--- src/rtl/mc_defs_pkg.sv ---
// Shared encodings for the multi-cycle MIPS control path: opcodes, FSM states,
// and the select codes consumed by EXT, ALU, NPC and GRF.
package mc_defs_pkg;

  localparam logic [5:0] OP_RTYPE = 6'b000000;
  localparam logic [5:0] OP_ORI   = 6'b001101;
  localparam logic [5:0] OP_LUI   = 6'b001111;
  localparam logic [5:0] OP_LW    = 6'b100011;
  localparam logic [5:0] OP_SW    = 6'b101011;
  localparam logic [5:0] OP_BEQ   = 6'b000100;
  localparam logic [5:0] OP_J     = 6'b000010;
  localparam logic [5:0] OP_JAL   = 6'b000011;

  localparam logic [5:0] FN_ADDU = 6'b100001;
  localparam logic [5:0] FN_SUBU = 6'b100011;
  localparam logic [5:0] FN_JR   = 6'b001000;

  localparam logic [3:0] EXT_ZERO = 4'b0000;
  localparam logic [3:0] EXT_SIGN = 4'b0001;
  localparam logic [3:0] EXT_LUI  = 4'b0010;
  localparam logic [3:0] EXT_SHL2 = 4'b0011;

  localparam logic [2:0] ALU_ADDU  = 3'b000;
  localparam logic [2:0] ALU_SUBU  = 3'b001;
  localparam logic [2:0] ALU_OR    = 3'b010;
  localparam logic [2:0] ALU_PASSB = 3'b011;

  localparam logic [1:0] NPC_PC4    = 2'b00;
  localparam logic [1:0] NPC_BRANCH = 2'b01;
  localparam logic [1:0] NPC_JUMP   = 2'b10;
  localparam logic [1:0] NPC_RS     = 2'b11;

  localparam logic [1:0] WD_ALU = 2'b00;
  localparam logic [1:0] WD_MEM = 2'b01;
  localparam logic [1:0] WD_PC4 = 2'b10;

  localparam logic [1:0] DST_RT = 2'b00;
  localparam logic [1:0] DST_RD = 2'b01;
  localparam logic [1:0] DST_RA = 2'b10;

  typedef enum logic [2:0] {
    S_FETCH  = 3'd0,
    S_DECODE = 3'd1,
    S_EXEC   = 3'd2,
    S_MEM    = 3'd3,
    S_WB     = 3'd4
  } state_e;

  typedef enum logic [3:0] {
    CLS_R_ALU,
    CLS_ORI,
    CLS_LUI,
    CLS_LW,
    CLS_SW,
    CLS_BEQ,
    CLS_J,
    CLS_JAL,
    CLS_JR,
    CLS_ILLEGAL
  } instr_class_e;

endpackage

--- src/rtl/mc_decode.sv ---
// Combinational instruction classifier: opcode/funct from the IR to one class.
module mc_decode
  import mc_defs_pkg::*;
(
  input  logic [5:0]   opcode,
  input  logic [5:0]   funct,
  output instr_class_e cls
);

  always_comb begin
    cls = CLS_ILLEGAL;
    case (opcode)
      OP_RTYPE: begin
        case (funct)
          FN_ADDU, FN_SUBU: cls = CLS_R_ALU;
          FN_JR:            cls = CLS_JR;
          default:          cls = CLS_ILLEGAL;
        endcase
      end
      OP_ORI:  cls = CLS_ORI;
      OP_LUI:  cls = CLS_LUI;
      OP_LW:   cls = CLS_LW;
      OP_SW:   cls = CLS_SW;
      OP_BEQ:  cls = CLS_BEQ;
      OP_J:    cls = CLS_J;
      OP_JAL:  cls = CLS_JAL;
      default: cls = CLS_ILLEGAL;
    endcase
  end

endmodule

--- src/rtl/mc_controller.sv ---
// Multi-cycle main control FSM: FETCH/DECODE/EXEC/MEM/WB sequencing and all
// datapath selects, plus the retired-instruction counter.
module mc_controller
  import mc_defs_pkg::*;
#(
  parameter int CNT_W = 32
) (
  input  logic             clk,
  input  logic             reset,
  input  logic [5:0]       opcode,
  input  logic [5:0]       funct,
  input  logic             zero,
  input  logic             stall,
  output logic             pc_we,
  output logic             ir_we,
  output logic [3:0]       ext_op,
  output logic [2:0]       alu_op,
  output logic             alu_src,
  output logic             reg_we,
  output logic [1:0]       reg_dst,
  output logic [1:0]       wd_sel,
  output logic             mem_we,
  output logic [1:0]       npc_sel,
  output logic             illegal,
  output logic             instr_done,
  output logic [CNT_W-1:0] instret
);

  state_e           state, state_next;
  instr_class_e     cls;
  logic [CNT_W-1:0] cnt_q;

  mc_decode u_decode (
    .opcode (opcode),
    .funct  (funct),
    .cls    (cls)
  );

  always_ff @(posedge clk) begin
    if (reset) begin
      state <= S_FETCH;
      cnt_q <= '0;
    end else if (!stall) begin
      state <= state_next;
      if (instr_done) cnt_q <= cnt_q + 1'b1;
    end
  end

  assign instret = reset ? '0 : cnt_q;

  always_comb begin
    pc_we      = 1'b0;
    ir_we      = 1'b0;
    ext_op     = EXT_ZERO;
    alu_op     = ALU_ADDU;
    alu_src    = 1'b0;
    reg_we     = 1'b0;
    reg_dst    = DST_RT;
    wd_sel     = WD_ALU;
    mem_we     = 1'b0;
    npc_sel    = NPC_PC4;
    illegal    = 1'b0;
    instr_done = 1'b0;
    state_next = S_FETCH;

    // ALU/extender controls stay constant from EXEC until the instruction retires
    if (state == S_EXEC || state == S_MEM || state == S_WB) begin
      case (cls)
        CLS_R_ALU: alu_op = (funct == FN_SUBU) ? ALU_SUBU : ALU_ADDU;
        CLS_ORI:   begin ext_op = EXT_ZERO; alu_op = ALU_OR;    alu_src = 1'b1; end
        CLS_LUI:   begin ext_op = EXT_LUI;  alu_op = ALU_PASSB; alu_src = 1'b1; end
        CLS_LW,
        CLS_SW:    begin ext_op = EXT_SIGN; alu_op = ALU_ADDU;  alu_src = 1'b1; end
        CLS_BEQ:   begin ext_op = EXT_SHL2; alu_op = ALU_SUBU; end
        default:   ;
      endcase
    end

    case (state)
      S_DECODE: begin
        case (cls)
          CLS_J: begin
            pc_we = 1'b1; npc_sel = NPC_JUMP; instr_done = 1'b1;
          end
          CLS_JAL: begin
            pc_we = 1'b1; npc_sel = NPC_JUMP; instr_done = 1'b1;
            reg_we = 1'b1; reg_dst = DST_RA; wd_sel = WD_PC4;
          end
          CLS_JR: begin
            pc_we = 1'b1; npc_sel = NPC_RS; instr_done = 1'b1;
          end
          CLS_ILLEGAL: begin
            illegal = 1'b1; instr_done = 1'b1;
          end
          default: state_next = S_EXEC;
        endcase
      end
      S_EXEC: begin
        case (cls)
          CLS_BEQ: begin
            pc_we = zero; npc_sel = NPC_BRANCH; instr_done = 1'b1;
          end
          CLS_LW, CLS_SW:             state_next = S_MEM;
          CLS_R_ALU, CLS_ORI, CLS_LUI: state_next = S_WB;
          default:                    instr_done = 1'b1;
        endcase
      end
      S_MEM: begin
        if (cls == CLS_LW) begin
          state_next = S_WB;
        end else begin
          mem_we     = (cls == CLS_SW);
          instr_done = 1'b1;
        end
      end
      S_WB: begin
        reg_we     = 1'b1;
        reg_dst    = (cls == CLS_R_ALU) ? DST_RD : DST_RT;
        wd_sel     = (cls == CLS_LW) ? WD_MEM : WD_ALU;
        instr_done = 1'b1;
      end
      // FETCH, and the unused codes 5..7 fall back to FETCH behaviour
      default: begin
        ir_we      = 1'b1;
        pc_we      = 1'b1;
        npc_sel    = NPC_PC4;
        state_next = S_DECODE;
      end
    endcase

    if (stall) begin
      pc_we      = 1'b0;
      ir_we      = 1'b0;
      reg_we     = 1'b0;
      mem_we     = 1'b0;
      instr_done = 1'b0;
    end

    if (reset) begin
      pc_we      = 1'b0;
      ir_we      = 1'b0;
      ext_op     = '0;
      alu_op     = '0;
      alu_src    = 1'b0;
      reg_we     = 1'b0;
      reg_dst    = '0;
      wd_sel     = '0;
      mem_we     = 1'b0;
      npc_sel    = '0;
      illegal    = 1'b0;
      instr_done = 1'b0;
    end
  end

endmodule

--- config.mk ---
export PLATFORM = sky130hd
export DESIGN_NAME = mc_controller
export DESIGN_NICKNAME = d
export VERILOG_FILES = /design/src/rtl/mc_defs_pkg.sv /design/src/rtl/mc_decode.sv /design/src/rtl/mc_controller.sv
export SDC_FILE = /design/constraint.sdc
export NUM_CORES = 1
export LEC_CHECK = 0
export CAP_MARGIN = 0
export CORE_MARGIN = 2
export CORE_UTILIZATION = 45
export DETAILED_ROUTE_END_ITERATION = 8
export PLACE_DENSITY = 0.78
export SETUP_SLACK_MARGIN = 0.1
export SLEW_MARGIN = 5
export SYNTH_ARGS = -nofsm -noshare
export SYNTH_HDL_FRONTEND = slang
export SYNTH_SLANG_ARGS = --single-unit
--- constraint.sdc ---
create_clock -name clk -period 2.4 [get_ports clk]
set_input_delay 0.36 -clock clk [delete_from_list [all_inputs] [get_ports clk]]
set_output_delay 0.36 -clock clk [all_outputs]
set_load 0.05 [all_outputs]
==> flow_metrics.tcl, run 1 <==
set metrics [dict create \
    status "complete, but fails checks" \
    violations "negative setup slack" \
    synth.yosys.seq_area_share_pct 27.0 \
    timing.fmax_mhz 403 \
    final_critical_path_required_period_ps 2480 \
    avgSynthCellArea_um2 7.44 \
    worst_hold_path.endpoint "cnt_q[3]$_SDFFE_PP0P_" \
    slew-limit-headroom_pct 65.6 \
    tritoncts.num_buffers 5 \
    grt_first_pass_wirelength_mm 14.1 \
    reg2reg_slack_ps 80 \
    timing.critical_path.from "funct[4]" \
    clock_tree.buffer_depth 2 \
    drv_slew 0 \
    cp_num_buf_inv 2 \
    synth_seq_cells 35 \
    io_pins 68 \
    globalRouteOverflowTotal 0 \
    drt_wl_cell_um 16.5 \
    clk-insertion-delay-late_ps 290 \
    powerDensity_nw_per_um2 325 \
    clkSlewWorstSetupHoldPaths_ps 80 \
    hold_class "input port to flop" \
    crit_path_end_kind "output pin" \
    die_w_um 79.9 \
    worst_hold_path_depth 2 \
    detailroute.wirelength.met2_mm 4.73 \
    place.port_buffers 64 \
    top_layer_used "met4" \
    synth.yosys.warnings 0 \
    final_core_util_pct 79.9 \
    critPathLaunchType "input port" \
    layout-drive-gt1-share_pct 45.8 \
    total_power_mw 1.44 \
    netlist-cell-type-count 58 \
    critical_path_peak_fanout 3 \
    skew_ps 7.48 \
    worst_path_largest_cell_delay_ps 440 \
    nets 492 \
    layout-area-overhead-vs-synth_pct 70.5 \
    via_count_of_the_first_global_routing_pass 2960 \
    cell_count_after_synthesis 349 \
    r2r.worst_path.cells 8 \
    p_leak_nw 1.69 \
    via_per_inst 5.81 \
    number_of_rows_created_at_floorplan 27 \
    route.layer.met1.wl_mm 3.54 \
    synth_enable_flop_cells 0 \
    route.vias.total 3186 \
    cts-hold-fix-buffers 0 \
    initial_utilization_pct 46.8 \
    crit_chain "buf_6 > or2_4 > or4_4 > a22oi_2 > o21a_1 > xnor2_1 > and3_4 > o21bai_4 > buf_12" \
    worst_hold_startpoint "reset" \
    layout_worst_path_cycle_share_pct 103 \
    gp_congestion 0.886 \
    hpwlAfterDp_mm 6.27 \
    antenna_found_initial 0 \
    clock-sinks 35 \
    met3_length_um 544 \
    first_pass_iters 4 \
    vdd_ir_drop_max_mv 0.241 \
    timing_hold_violations_final 0 \
    ys_async_sr_fraction_pct 0 \
    max_slew.worst_pin.slew_ps 515 \
    r2r-start "state[1]$_SDFFE_PP0N_" \
    fp.coreArea_um2 5540 \
    ant_nets 0 \
    netlist_area_um2 2590 \
    grt_start_max_net_pins 49 \
    cts.htree.levels 2 \
    critPathKind "input port to output pin" \
    post-route-worst-setup-slack_ps -80.1 \
    synth-main-ff-cell "sky130_fd_sc_hd__dfxtp_1" \
    remaining_drc_errors 0 \
    setup_failing_eps_final 6 \
    most-common-layout-cells "sky130_fd_sc_hd__buf_4, sky130_fd_sc_hd__dfxtp_1, sky130_fd_sc_hd__nor2_1, sky130_fd_sc_hd__nor2b_1, sky130_fd_sc_hd__nand2_1" \
    diodes 0 \
    die_height_um 79.9 \
    arrival_ps 2120 \
    capturing_point_of_the_worst_reg2reg_path "cnt_q[17]$_SDFFE_PP0P_" \
    tritoncts "yes" \
    layout_commonest_cell "sky130_fd_sc_hd__buf_4" \
    die-area_um2 6390 \
    drt-total-wl_mm 9.06 \
    drt_iter0_drc 300 \
    cp.required_ps 2040 \
    max-cap-violations 0 \
    critPathSlowestCell "sky130_fd_sc_hd__or4_4" \
    clk_root_buffer_cell "sky130_fd_sc_hd__clkbuf_8" \
    critPathTopFamily "simple AND/OR/NAND/NOR gates" \
    grt_setup_unrepaired "true" \
    globalRouteTotalUtil_pct 27.5 \
]
## how the worst max path moves through the flow
stage	to	depth (start not counted)
floorplan	alu_src	7
global placement	instr_done	9
detailed placement	cnt_q[17]$_SDFFE_PP0P_	8
CTS	alu_src	9
global route	alu_op[0]	9
finish	alu_src	9
## per-stage QoR
stage	hold WS, ps	worst slack, ps	setup TNS (ps)	cells	area (um^2)
after floorplan	452	-171	-688	351	2800
after global placement	465	-552	-20430	525	3990
after detailed placement	477	-606	-22320	525	3990
after CTS	456	-93.1	-332	543	4260
after global routing	482	-137	-800	548	4420
final	460	-80.1	-266	548	4420
## repair_timing
item                       CTS  global route
buffers inserted            10             4
setup endpoints to repair   49            40
gates cloned                 0             1
gates resized for setup     67            41
pin swaps                   24            18
## where the power goes
part           internal, mW  leakage, nW  switching, mW  total, mW
sequential            0.583        0.283        0.00258      0.585
combinational         0.137         1.34          0.171      0.307
clock                 0.309       0.0581          0.235      0.544
## Yosys cell counts (2+ instances only)
library cell / count / area, um^2
sky130_fd_sc_hd__a21oi_1: 31 / 155
sky130_fd_sc_hd__nor4b_1: 2 / 17.5
sky130_fd_sc_hd__nor4_1: 4 / 25.0
sky130_fd_sc_hd__xnor2_1: 5 / 43.8
sky130_fd_sc_hd__buf_1: 2 / 7.51
sky130_fd_sc_hd__nor2b_1: 28 / 175
sky130_fd_sc_hd__nand4_1: 10 / 62.6
sky130_fd_sc_hd__inv_1: 11 / 41.3
sky130_fd_sc_hd__buf_2: 4 / 20.0
sky130_fd_sc_hd__and3b_1: 2 / 17.5
sky130_fd_sc_hd__nor2_1: 37 / 139
sky130_fd_sc_hd__clkbuf_1: 13 / 48.8
sky130_fd_sc_hd__and3_1: 10 / 62.6
sky130_fd_sc_hd__nand2_1: 26 / 97.6
sky130_fd_sc_hd__a31o_2: 3 / 26.3
sky130_fd_sc_hd__or2_2: 3 / 18.8
sky130_fd_sc_hd__buf_4: 4 / 30.0
sky130_fd_sc_hd__nor3_2: 2 / 20.0
sky130_fd_sc_hd__or3_1: 12 / 75.1
sky130_fd_sc_hd__a31oi_1: 3 / 18.8
sky130_fd_sc_hd__and2_1: 2 / 12.5
sky130_fd_sc_hd__dfxtp_1: 35 / 701
sky130_fd_sc_hd__o21ai_0: 15 / 75.1
sky130_fd_sc_hd__mux2_2: 7 / 78.8
sky130_fd_sc_hd__nand2b_1: 6 / 37.5
sky130_fd_sc_hd__nand3b_1: 5 / 37.5
sky130_fd_sc_hd__nor3_1: 9 / 45.0
sky130_fd_sc_hd__nor3b_1: 4 / 30.0
sky130_fd_sc_hd__o21a_1: 3 / 22.5
sky130_fd_sc_hd__nand3_1: 9 / 45.0
sky130_fd_sc_hd__or4_1: 8 / 60.1
sky130_fd_sc_hd__o31ai_1: 8 / 60.1
## registers in the layout (all words and copies together) (netlist names)
name / cells
cnt_q: 32
state: 3
## logic make-up after synthesis
kind of cell	count (synthesis)	synth area share [%]
and+or+nand+nor	183	39.6
DFF	35	27.0
buffers and inverters	35	6.12
other	1	0.145
muxes	8	3.47
xor gates and xnor gates	6	2.03
adders and majority gates	1	0.482
AOI/OAI and AO/OA	80	21.2
## routing by layer
metal | vias to the layer above | GRT usage [%]
li1 | 1507 | -
met5 | - | 0
met4 | 0 | 8.14
met1 | 1505 | 32.9
met3 | 31 | 4.52
met2 | 143 | 50.1
## cell type report
type | instances | area [um^2]
Timing Repair Buffer | 141 | 1350
Multi-Input combinational cell | 281 | 2130
Clock buffer | 5 | 68.8
Inverter | 11 | 41.3
Sequential cell | 35 | 703
Clock inverter | 3 | 43.8
Tap cell | 72 | 90.1
Fill cell | 363 | 1120
(Power assumes the default switching activity.)
==> run 2, diff against run 1 <==
--- a/config.mk
+++ b/config.mk
@@ -5,7 +5,8 @@
 export SDC_FILE = /design/constraint.sdc
 export NUM_CORES = 1
 export LEC_CHECK = 0
-export CAP_MARGIN = 0
+export ABC_CLOCK_PERIOD_IN_PS = 2400
+export CAP_MARGIN = 20
 export CORE_MARGIN = 2
 export CORE_UTILIZATION = 45
 export DETAILED_ROUTE_END_ITERATION = 8
==> results of run 2 <==
Final layout, timing and power as in run 1 (identical DEF).
